[config.mk]
export PLATFORM = sky130hd
export DESIGN_NAME = snd_latch_irq
export DESIGN_NICKNAME = d
export VERILOG_FILES = /design/src/rtl/snd_latch_irq.sv
export SDC_FILE = /design/constraint.sdc
export NUM_CORES = 1
export LEC_CHECK = 0
export BUFFER_PORTS_ARGS = -buffer_cell sky130_fd_sc_hd__buf_2
export CAP_MARGIN = 20
export CORE_MARGIN = 2
export CORE_UTILIZATION = 46
export DETAILED_ROUTE_END_ITERATION = 6
export PLACE_DENSITY = 0.78
export SLEW_MARGIN = 20
export SYNTH_ARGS = -nofsm -noshare
export SYNTH_HDL_FRONTEND = slang
export SYNTH_SLANG_ARGS = --single-unit
[constraint.sdc]
create_clock -name clk_sys -period 1.4 [get_ports clk_sys]
set_input_delay 0.07 -clock clk_sys [delete_from_list [all_inputs] [get_ports clk_sys]]
set_output_delay 0.07 -clock clk_sys [all_outputs]
set_load 0.02 [all_outputs]
[src/rtl/snd_latch_irq.sv]
// snd_latch_irq
//   Sound-side endpoint of the main-CPU -> sound-CPU command path.
//   Holds the command byte written by the main CPU for the Z80, raises the
//   Z80 IM0 interrupt, merges it with the YM2151 IRQ into an Irem-style
//   RST vector, and carries the Z80 reply byte back to the main CPU.
//
// Ports
//   clk_sys        in   clock, all state on rising edge
//   reset          in   synchronous active-high reset
//   latch_wr/din   in   main-CPU command write strobe / byte
//   latch_rd       in   main-CPU reply read strobe
//   latch_dout     out  reply byte
//   latch_rdy      out  reply pending
//   z80_cmd_rd     in   Z80 command-port read (no side effect)
//   z80_cmd_dout   out  command byte
//   z80_cmd_ack    in   Z80 strobe clearing the command interrupt
//   z80_reply_wr/din in Z80 reply write strobe / byte
//   ym_irq_n       in   YM2151 IRQ, active low level
//   z80_intack     in   Z80 interrupt-acknowledge cycle, level
//   z80_int_n      out  Z80 INT, active low, registered
//   z80_vector     out  IM0 vector (RST opcode)
//   overrun        out  sticky: command overwritten before ack
//
// Acknowledge FSM
//   state   | meaning
//   ST_IDLE | no acknowledge in progress, vector output idles at VEC_IDLE
//   ST_ACK  | acknowledge cycle active, vector captured at intack rise is held

module snd_latch_irq #(
  parameter logic [7:0] VEC_IDLE = 8'hFF,
  parameter int         CMD_BIT  = 5,
  parameter int         YM_BIT   = 4
) (
  input  logic       clk_sys,
  input  logic       reset,
  input  logic       latch_wr,
  input  logic [7:0] latch_din,
  input  logic       latch_rd,
  output logic [7:0] latch_dout,
  output logic       latch_rdy,
  input  logic       z80_cmd_rd,
  output logic [7:0] z80_cmd_dout,
  input  logic       z80_cmd_ack,
  input  logic       z80_reply_wr,
  input  logic [7:0] z80_reply_din,
  input  logic       ym_irq_n,
  input  logic       z80_intack,
  output logic       z80_int_n,
  output logic [7:0] z80_vector,
  output logic       overrun
);

  typedef enum logic {ST_IDLE, ST_ACK} ack_state_t;

  logic [7:0] cmd_q;
  logic       cmd_pend;
  logic [7:0] reply_q;
  logic       reply_pend;
  logic       ym_act_q;
  logic       intack_q;
  logic [7:0] vec_q;
  logic [7:0] live_vec;
  logic       capture;
  ack_state_t ack_state, ack_next;

  // Command port reads have no side effect; the strobe is not needed.
  logic unused_cmd_rd;
  assign unused_cmd_rd = z80_cmd_rd;

  // Command latch: a write in the same cycle as an ack wins and is not an
  // overrun, since the Z80 has already consumed the previous byte.
  always_ff @(posedge clk_sys) begin
    if (reset) begin
      cmd_q    <= 8'h00;
      cmd_pend <= 1'b0;
      overrun  <= 1'b0;
    end else begin
      if (latch_wr) begin
        cmd_q    <= latch_din;
        cmd_pend <= 1'b1;
        if (cmd_pend && !z80_cmd_ack)
          overrun <= 1'b1;
      end else if (z80_cmd_ack) begin
        cmd_pend <= 1'b0;
      end
    end
  end

  // Reply latch: a new reply in the same cycle as the main-CPU read wins.
  always_ff @(posedge clk_sys) begin
    if (reset) begin
      reply_q    <= 8'h00;
      reply_pend <= 1'b0;
    end else begin
      if (z80_reply_wr) begin
        reply_q    <= z80_reply_din;
        reply_pend <= 1'b1;
      end else if (latch_rd) begin
        reply_pend <= 1'b0;
      end
    end
  end

  // The YM level is registered once so both interrupt sources reach INT
  // with the same two-cycle latency; it is a same-clock input, not a CDC.
  always_ff @(posedge clk_sys) begin
    if (reset) begin
      ym_act_q  <= 1'b0;
      z80_int_n <= 1'b1;
      intack_q  <= 1'b0;
    end else begin
      ym_act_q  <= ~ym_irq_n;
      z80_int_n <= (live_vec == VEC_IDLE);
      intack_q  <= z80_intack;
    end
  end

  always_comb begin
    live_vec = VEC_IDLE;
    if (cmd_pend) live_vec[CMD_BIT] = 1'b0;
    if (ym_act_q) live_vec[YM_BIT]  = 1'b0;
  end

  always_ff @(posedge clk_sys) begin
    if (reset) begin
      ack_state <= ST_IDLE;
      vec_q     <= VEC_IDLE;
    end else begin
      ack_state <= ack_next;
      if (capture)
        vec_q <= live_vec;
    end
  end

  // Capture only on a fresh intack rise so the vector stays frozen for the
  // whole acknowledge cycle even if sources change underneath it.
  always_comb begin
    ack_next = ack_state;
    capture  = 1'b0;
    case (ack_state)
      ST_IDLE: begin
        if (z80_intack && !intack_q) begin
          capture  = 1'b1;
          ack_next = ST_ACK;
        end
      end
      ST_ACK: begin
        if (!z80_intack)
          ack_next = ST_IDLE;
      end
      default: ack_next = ST_IDLE;
    endcase
  end

  assign z80_vector   = (ack_state == ST_ACK) ? vec_q : VEC_IDLE;
  assign z80_cmd_dout = cmd_q;
  assign latch_dout   = reply_q;
  assign latch_rdy    = reply_pend;

endmodule

==> summary.txt, run 1 <==
run status -> finished, final reports clean
register area share after synthesis -> 52.0%
gate count after technology mapping -> 92
skew final -> 0.00263 ns
overall die height -> 49.7 um
first-pass GRT wire length -> 3230 um
worst r2r dst -> vec_q[4]
TritonCTS clock tree -> built
fin crit share -> 85.3%
CP Launch Point -> ack_state
Setup CP Type -> register to output pin
Sequential cell area -> 500 um2
most frequent cells in the layout -> buf_2 (44), dfxtp_1 (25), nor2_1 (19)
clk sinks -> 25
multi-input combinational cell area -> 384 um2
row count -> 16
FILL cells -> 164
Worst Hold Class -> primary input to register
WP data required -> 1.33 ns
Power Density -> 995 nW/um2
pre-CTS WS -> 0.534 ns
Vias -> 784
H-Tree Level Count -> 1
# diodes -> 0
DP HPWL -> 1250 um
die area -> 2470 um2
Netlist cell types -> 17
Synth Area per Inst -> 10.5 um2
Final WS setup -> 0.206 ns
IO Count -> 52
# resized after CTS -> 0
Die Span X -> 49.7 um
Detailed Routing Iterations Pass 1 -> 2
CTS root buffer -> clkbuf_4
Worst VDD drop -> 777 uV
synth top area cells -> dfxtp_1 (52%), mux2i_1 (19%), nor2_1 (7.4%), buf_4 (6.2%), nor3b_4 (2.0%)
GRT met1 Usage -> 18.8%
largest net degree at the start of global routing -> 27
vias in the first global route -> 759
CP Max Fanout -> 4
share of layout cells above drive strength 1 -> 33.1%
Achievable Freq -> 0.837 GHz
depth of the most critical reg-to-reg path -> 2
max-cap violations -> 0
most common cell after layout, fill and taps aside -> buf_2
biggest area consumer among synthesized cells -> dfxtp_1
DR WL/cell -> 10.5 um
met3 Track Usage GR -> 4.55%
crit path DAT -> 1.12 ns
Net count, final -> 174
RSZ-0062 raised after global routing -> false
Critical Path End -> z80_vector[4]
GR Layer Usage met2 -> 30.4%
Synth Cell Area -> 962 um2
grt total ovfl -> 0
DR iter-0 viols -> 6
CP Capture Type -> output pin
Detailed Route WL -> 1830 um
Final Hold Fails -> 0
worst skew pair latency -> 0.30 ns
post-layout util -> 67.3%
final setup vio count -> 0
total CTS buffers -> 3
Clock transition at path regs -> 0.12 ns
max-slew violation count -> 0
core area -> 1960 um2
GP Congestion -> 0.629
initial antenna violation count -> 0
final worst path period need -> 1.19 ns
DR vias/cell -> 4.48
synthesized flop and latch total -> 25
Post-Route Setup TNS -> 0 ns
Initial Utilization -> 49.0%
area grow syn2layout -> 37.2%
PortBufs -> 44
reg-to-reg slack, setup -> 0.53 ns
GRT busiest layer -> met2
Residual DRC -> 0
Max clock buf depth -> 2
gr usage total -> 17.0%
Detail Route Antenna Nets -> 0
Startpoint Class -> register
P_leak -> 0.674 nW
reg2reg start -> ack_state
Ys Warns -> 0
post-synth top area share -> 52.0%
[timing repair]
action	CTS	global route
hold buffers	14	0
endpoints found under the hold margin	14	0
setup buffers	0	0
[cells in the mapped netlist, drive strengths merged]
cell	n
o21bai	1
nor2b	3
or2b	2
nor3b	1
nand3b	1
a21oi	3
conb	1
nor2	19
nand2b	2
buf	11
mux2i	18
dfxtp	25
a21boi	1
inv	4
[final cells by class]
type / instances / share of cell area, %
Clock buffer: 4 / 1.99
Inverter: 4 / 1.14
Multi-Input combinational cell: 57 / 29.1
Sequential cell: 25 / 37.9
Tap cell: 27 / 2.56
Timing Repair Buffer: 58 / 27.3
[state kept, by name (all words and copies together), names as in the netlist]
register	count
z80_cmd_dout	8
ack_state	1
latch_rdy	1
overrun	1
vec_q	2
ym_act_q	1
latch_dout	8
z80_int_n	1
cmd_pend	1
intack_q	1
[routing by layer]
layer	vias up	routed length [um]
met1	354	751
met5	-	0
met2	32	915
met3	4	136
met4	0	27
li1	394	-
[logic make-up after synthesis]
family | Yosys count | synth area share (%)
other | 1 | 0.390
muxes | 18 | 18.7
AOI/OAI and AO/OA | 5 | 3.12
DFF | 25 | 52.0
buffers and inverters | 15 | 10.0
and+or+nand+nor | 28 | 15.7
[worst min-delay path by stage]
stage / from / endpoint / slack [ns] / depth (start not counted)
floorplan: ym_irq_n / ym_act_q / 0.14 / 1
detailed placement: ym_irq_n / ym_act_q / 0.24 / 2
finish: z80_reply_din[7] / latch_dout[7] / 0.009 / 3
global route: latch_din[5] / z80_cmd_dout[5] / 0.01 / 3
global placement: ym_irq_n / ym_act_q / 0.23 / 2
CTS: latch_rd / latch_rdy / 0.0001 / 3
[worst max-delay path, cell delays in order (launching register included)]
cell and delay (ns):
dfxtp_1 0.42, or2b_1 0.24, buf_2 0.16
[report_power, final]
group          internal [mW]  switching [mW]  total [mW]
logic                  0.113           0.126       0.239
clock network          0.111           0.189       0.300
registers              0.753          0.0217       0.774
total                  0.977           0.336        1.31
[through the flow]
stage | std cells | instance area, um2 | hold slack [ns] | total power [mW]
after floorplan | 97 | 981 | 0.142 | 0.944
final | 175 | 1320 | 0.00922 | 1.31
after global placement | 157 | 1150 | 0.234 | 0.992
after global routing | 175 | 1320 | 0.0126 | 1.39
after CTS | 175 | 1320 | 0.000128 | 1.33
after detailed placement | 157 | 1150 | 0.236 | 0.999
No activity file was read; power rests on OpenSTA's default activity.
==> run 2, diff against run 1 <==
--- a/config.mk
+++ b/config.mk
@@ -10,7 +10,7 @@
 export CORE_MARGIN = 2
 export CORE_UTILIZATION = 46
 export DETAILED_ROUTE_END_ITERATION = 6
-export PLACE_DENSITY = 0.78
+export PLACE_DENSITY = 0.84
 export SLEW_MARGIN = 20
 export SYNTH_ARGS = -nofsm -noshare
 export SYNTH_HDL_FRONTEND = slang
==> run 2 against run 1 <==
  * Critical path depth stayed put
  * Via count is 3.2% lower
  * Clock-buffer cell count is 1 lower
  * Flip-flop and latch count stayed put
  * Hold slack worse by 0.0085 ns
  * Register-to-register slack hardly changed
  * Combinational power is 2% lower
  * Die area stayed put
  * Fmax is 1.4% higher
  * Critical endpoint unchanged
  * Largest cell class unchanged
  * Largest power group unchanged
==> summary.txt, run 2 (same netlist as run 1, synthesis figures left out) <==
Post-Route Setup TNS -> 0 ns (unchanged)
Die Span X -> 49.7 um (unchanged)
worst skew pair latency -> 0.31 ns (about the same)
DP HPWL -> 1270 um (+1.9%)
H-Tree Level Count -> 1 (unchanged)
sw frac -> 26.4% (+0.79 points)
vias in the first global route -> 706 (-7.0%)
CTS root buffer -> clkbuf_4
CP cell instances -> or2b_1 > buf_2
IO Count -> 52 (unchanged)
DR WL/cell -> 11.0 um (+4.7%)
P_leak -> 0.668 nW (-0.83%)
Clock transition at path regs -> 0.13 ns (about the same)
area grow syn2layout -> 35.2%
CP Capture Type -> output pin
worst r2r dst -> vec_q[5]
Worst Hold Class -> primary input to register
initial antenna violation count -> 0 (unchanged)
Worst VDD drop -> 711 uV (-8.5%)
WP data required -> 1.33 ns (about the same)
Initial Utilization -> 49.0% (unchanged)
clk sinks -> 25 (unchanged)
CP max-delay cell -> dfxtp_1
first-pass GRT wire length -> 3090 um (-4.3%)
Final Hold Fails -> 0 (unchanged)
pre-CTS WS -> 0.536 ns (+0.00210 ns)
total CTS buffers -> 3 (unchanged)
final setup vio count -> 0 (unchanged)
Clk network pwr share -> 23.3% (+0.5 points)
Net count, final -> 172 (-1.1%)
NetSw -> 0.347 mW (+3.3%)
Seq pwr share -> 58.9% (about the same)
reg-to-reg slack, setup -> 0.53 ns (about the same)
Achievable Freq -> 0.849 GHz (+1.4%)
final worst path period need -> 1.18 ns (-0.0164 ns)
internal cell power -> 0.968 mW (-0.83%)
Vias -> 759 (-3.2%)
Combinational Power Share -> 17.9% (-0.3 points)
skew final -> 0.00772 ns (+0.00509 ns)
fin crit share -> 84.1% (-1.2 points)
Max clock buf depth -> 2 (unchanged)
max-slew violation count -> 0 (unchanged)
hold path endpoint -> latch_dout[6]
gr usage total -> 16.0% (-0.98 points)
HP Start -> z80_reply_din[6]
Detailed Route WL -> 1900 um (+3.5%)
row count -> 16 (unchanged)
most frequent cells in the layout -> buf_2 (44), dfxtp_1 (25), nor2_1 (19)
core area -> 1960 um2 (unchanged)
Power Density -> 1010 nW/um2 (+1.7%)
reg2reg start -> ack_state
Residual DRC -> 0 (unchanged)
DR iter-0 viols -> 7 (+1)
max-cap violations -> 0 (unchanged)
Final WS setup -> 0.222 ns (+0.0164 ns)
Crit path largest cell delay -> 0.42 ns (about the same)
Setup CP Type -> register to output pin
CP Max Fanout -> 4 (unchanged)
DR vias/cell -> 4.39 (-2.1%)
die area -> 2470 um2 (unchanged)
largest net degree at the start of global routing -> 27 (unchanged)
most common cell after layout, fill and taps aside -> buf_2
crit path DAT -> 1.11 ns (about the same)
hold depth -> 3 (unchanged)
TritonCTS clock tree -> built
run status -> finished, final reports clean
GP Congestion -> 0.689 (+9.5%)
depth of the most critical reg-to-reg path -> 2 (unchanged)
share of layout cells above drive strength 1 -> 34.2% (+1.1 points)
overall die height -> 49.7 um (unchanged)
Detail Route Antenna Nets -> 0 (unchanged)
# diodes -> 0 (unchanged)
PortBufs -> 44 (unchanged)
crit-path leading delay family -> flip-flops
Startpoint Class -> register
Worst Path Buf+Inv -> 1 (unchanged)
RSZ-0062 raised after global routing -> false
grt total ovfl -> 0 (unchanged)
Detailed Routing Iterations Pass 1 -> 4 (+2)
Post-CTS Setup Repair Bufs -> 0 (unchanged)
[run 2: worst max path at each step]
stage / from / end / slack (ns) / cells past startpoint
global route: ack_state / z80_vector[4] / 0.13 / 2
finish: ack_state / z80_vector[4] / 0.22 / 2
CTS: ack_state / z80_vector[4] / 0.20 / 2
detailed placement: ack_state / vec_q[5] / 0.54 / 2
floorplan: ack_state / vec_q[4] / 0.60 / 2
global placement: ack_state / z80_vector[4] / 0.57 / 2
[run 2: repair_timing]
action,in CTS,in global routing
gates resized for setup,0,0
endpoints found under the hold margin,8,4
hold buffers,8,4
[run 2: metrics by stage]
step	cells	hold WS (ns)	power, mW	utilization [%]	area [um2]
global route	173	0.00200	1.39	66.3	1300
global placement	157	0.232	0.991	58.8	1150
detailed placement	157	0.233	0.999	58.8	1150
CTS	169	0.000188	1.32	64.3	1260
finish	173	0.000760	1.32	66.3	1300
floorplan	97	0.142	0.944	-	981
[run 2: layout make-up]
cell class                      count  area (um2)
Clock buffer                        3        22.5
Clock inverter                      1        5.00
Fill cell                         172         661
Inverter                            4        15.0
Multi-Input combinational cell     57         384
Sequential cell                    25         500
Tap cell                           27        33.8
Timing Repair Buffer               56         340
[run 2: power groups by stage]
stage | clock network [mW] | logic, mW | registers [mW]
2_1_floorplan | 0 | 0.115 | 0.829
3_3_place_gp | 0 | 0.203 | 0.788
3_5_place_dp | 0 | 0.209 | 0.790
4_1_cts | 0.315 | 0.227 | 0.775
5_1_grt | 0.356 | 0.257 | 0.780
6_report | 0.307 | 0.235 | 0.774
[run 2: metal layers]
layer	global-route usage (%)	part of all wire (%)	routed length, um	up-vias
li1	-	-	-	390
met1	18.1	41	771	334
met2	30.4	53	1010	35
met3	2.73	6.2	118	0
met4	4.17	0	0	0
met5	0	0	0	-
[run 2: worst reg2reg max path, cell delays in order, from the launching register on]
cell	delay (ns)
dfxtp_1	0.37
nor3b_4	0.24
mux2i_1	0.21
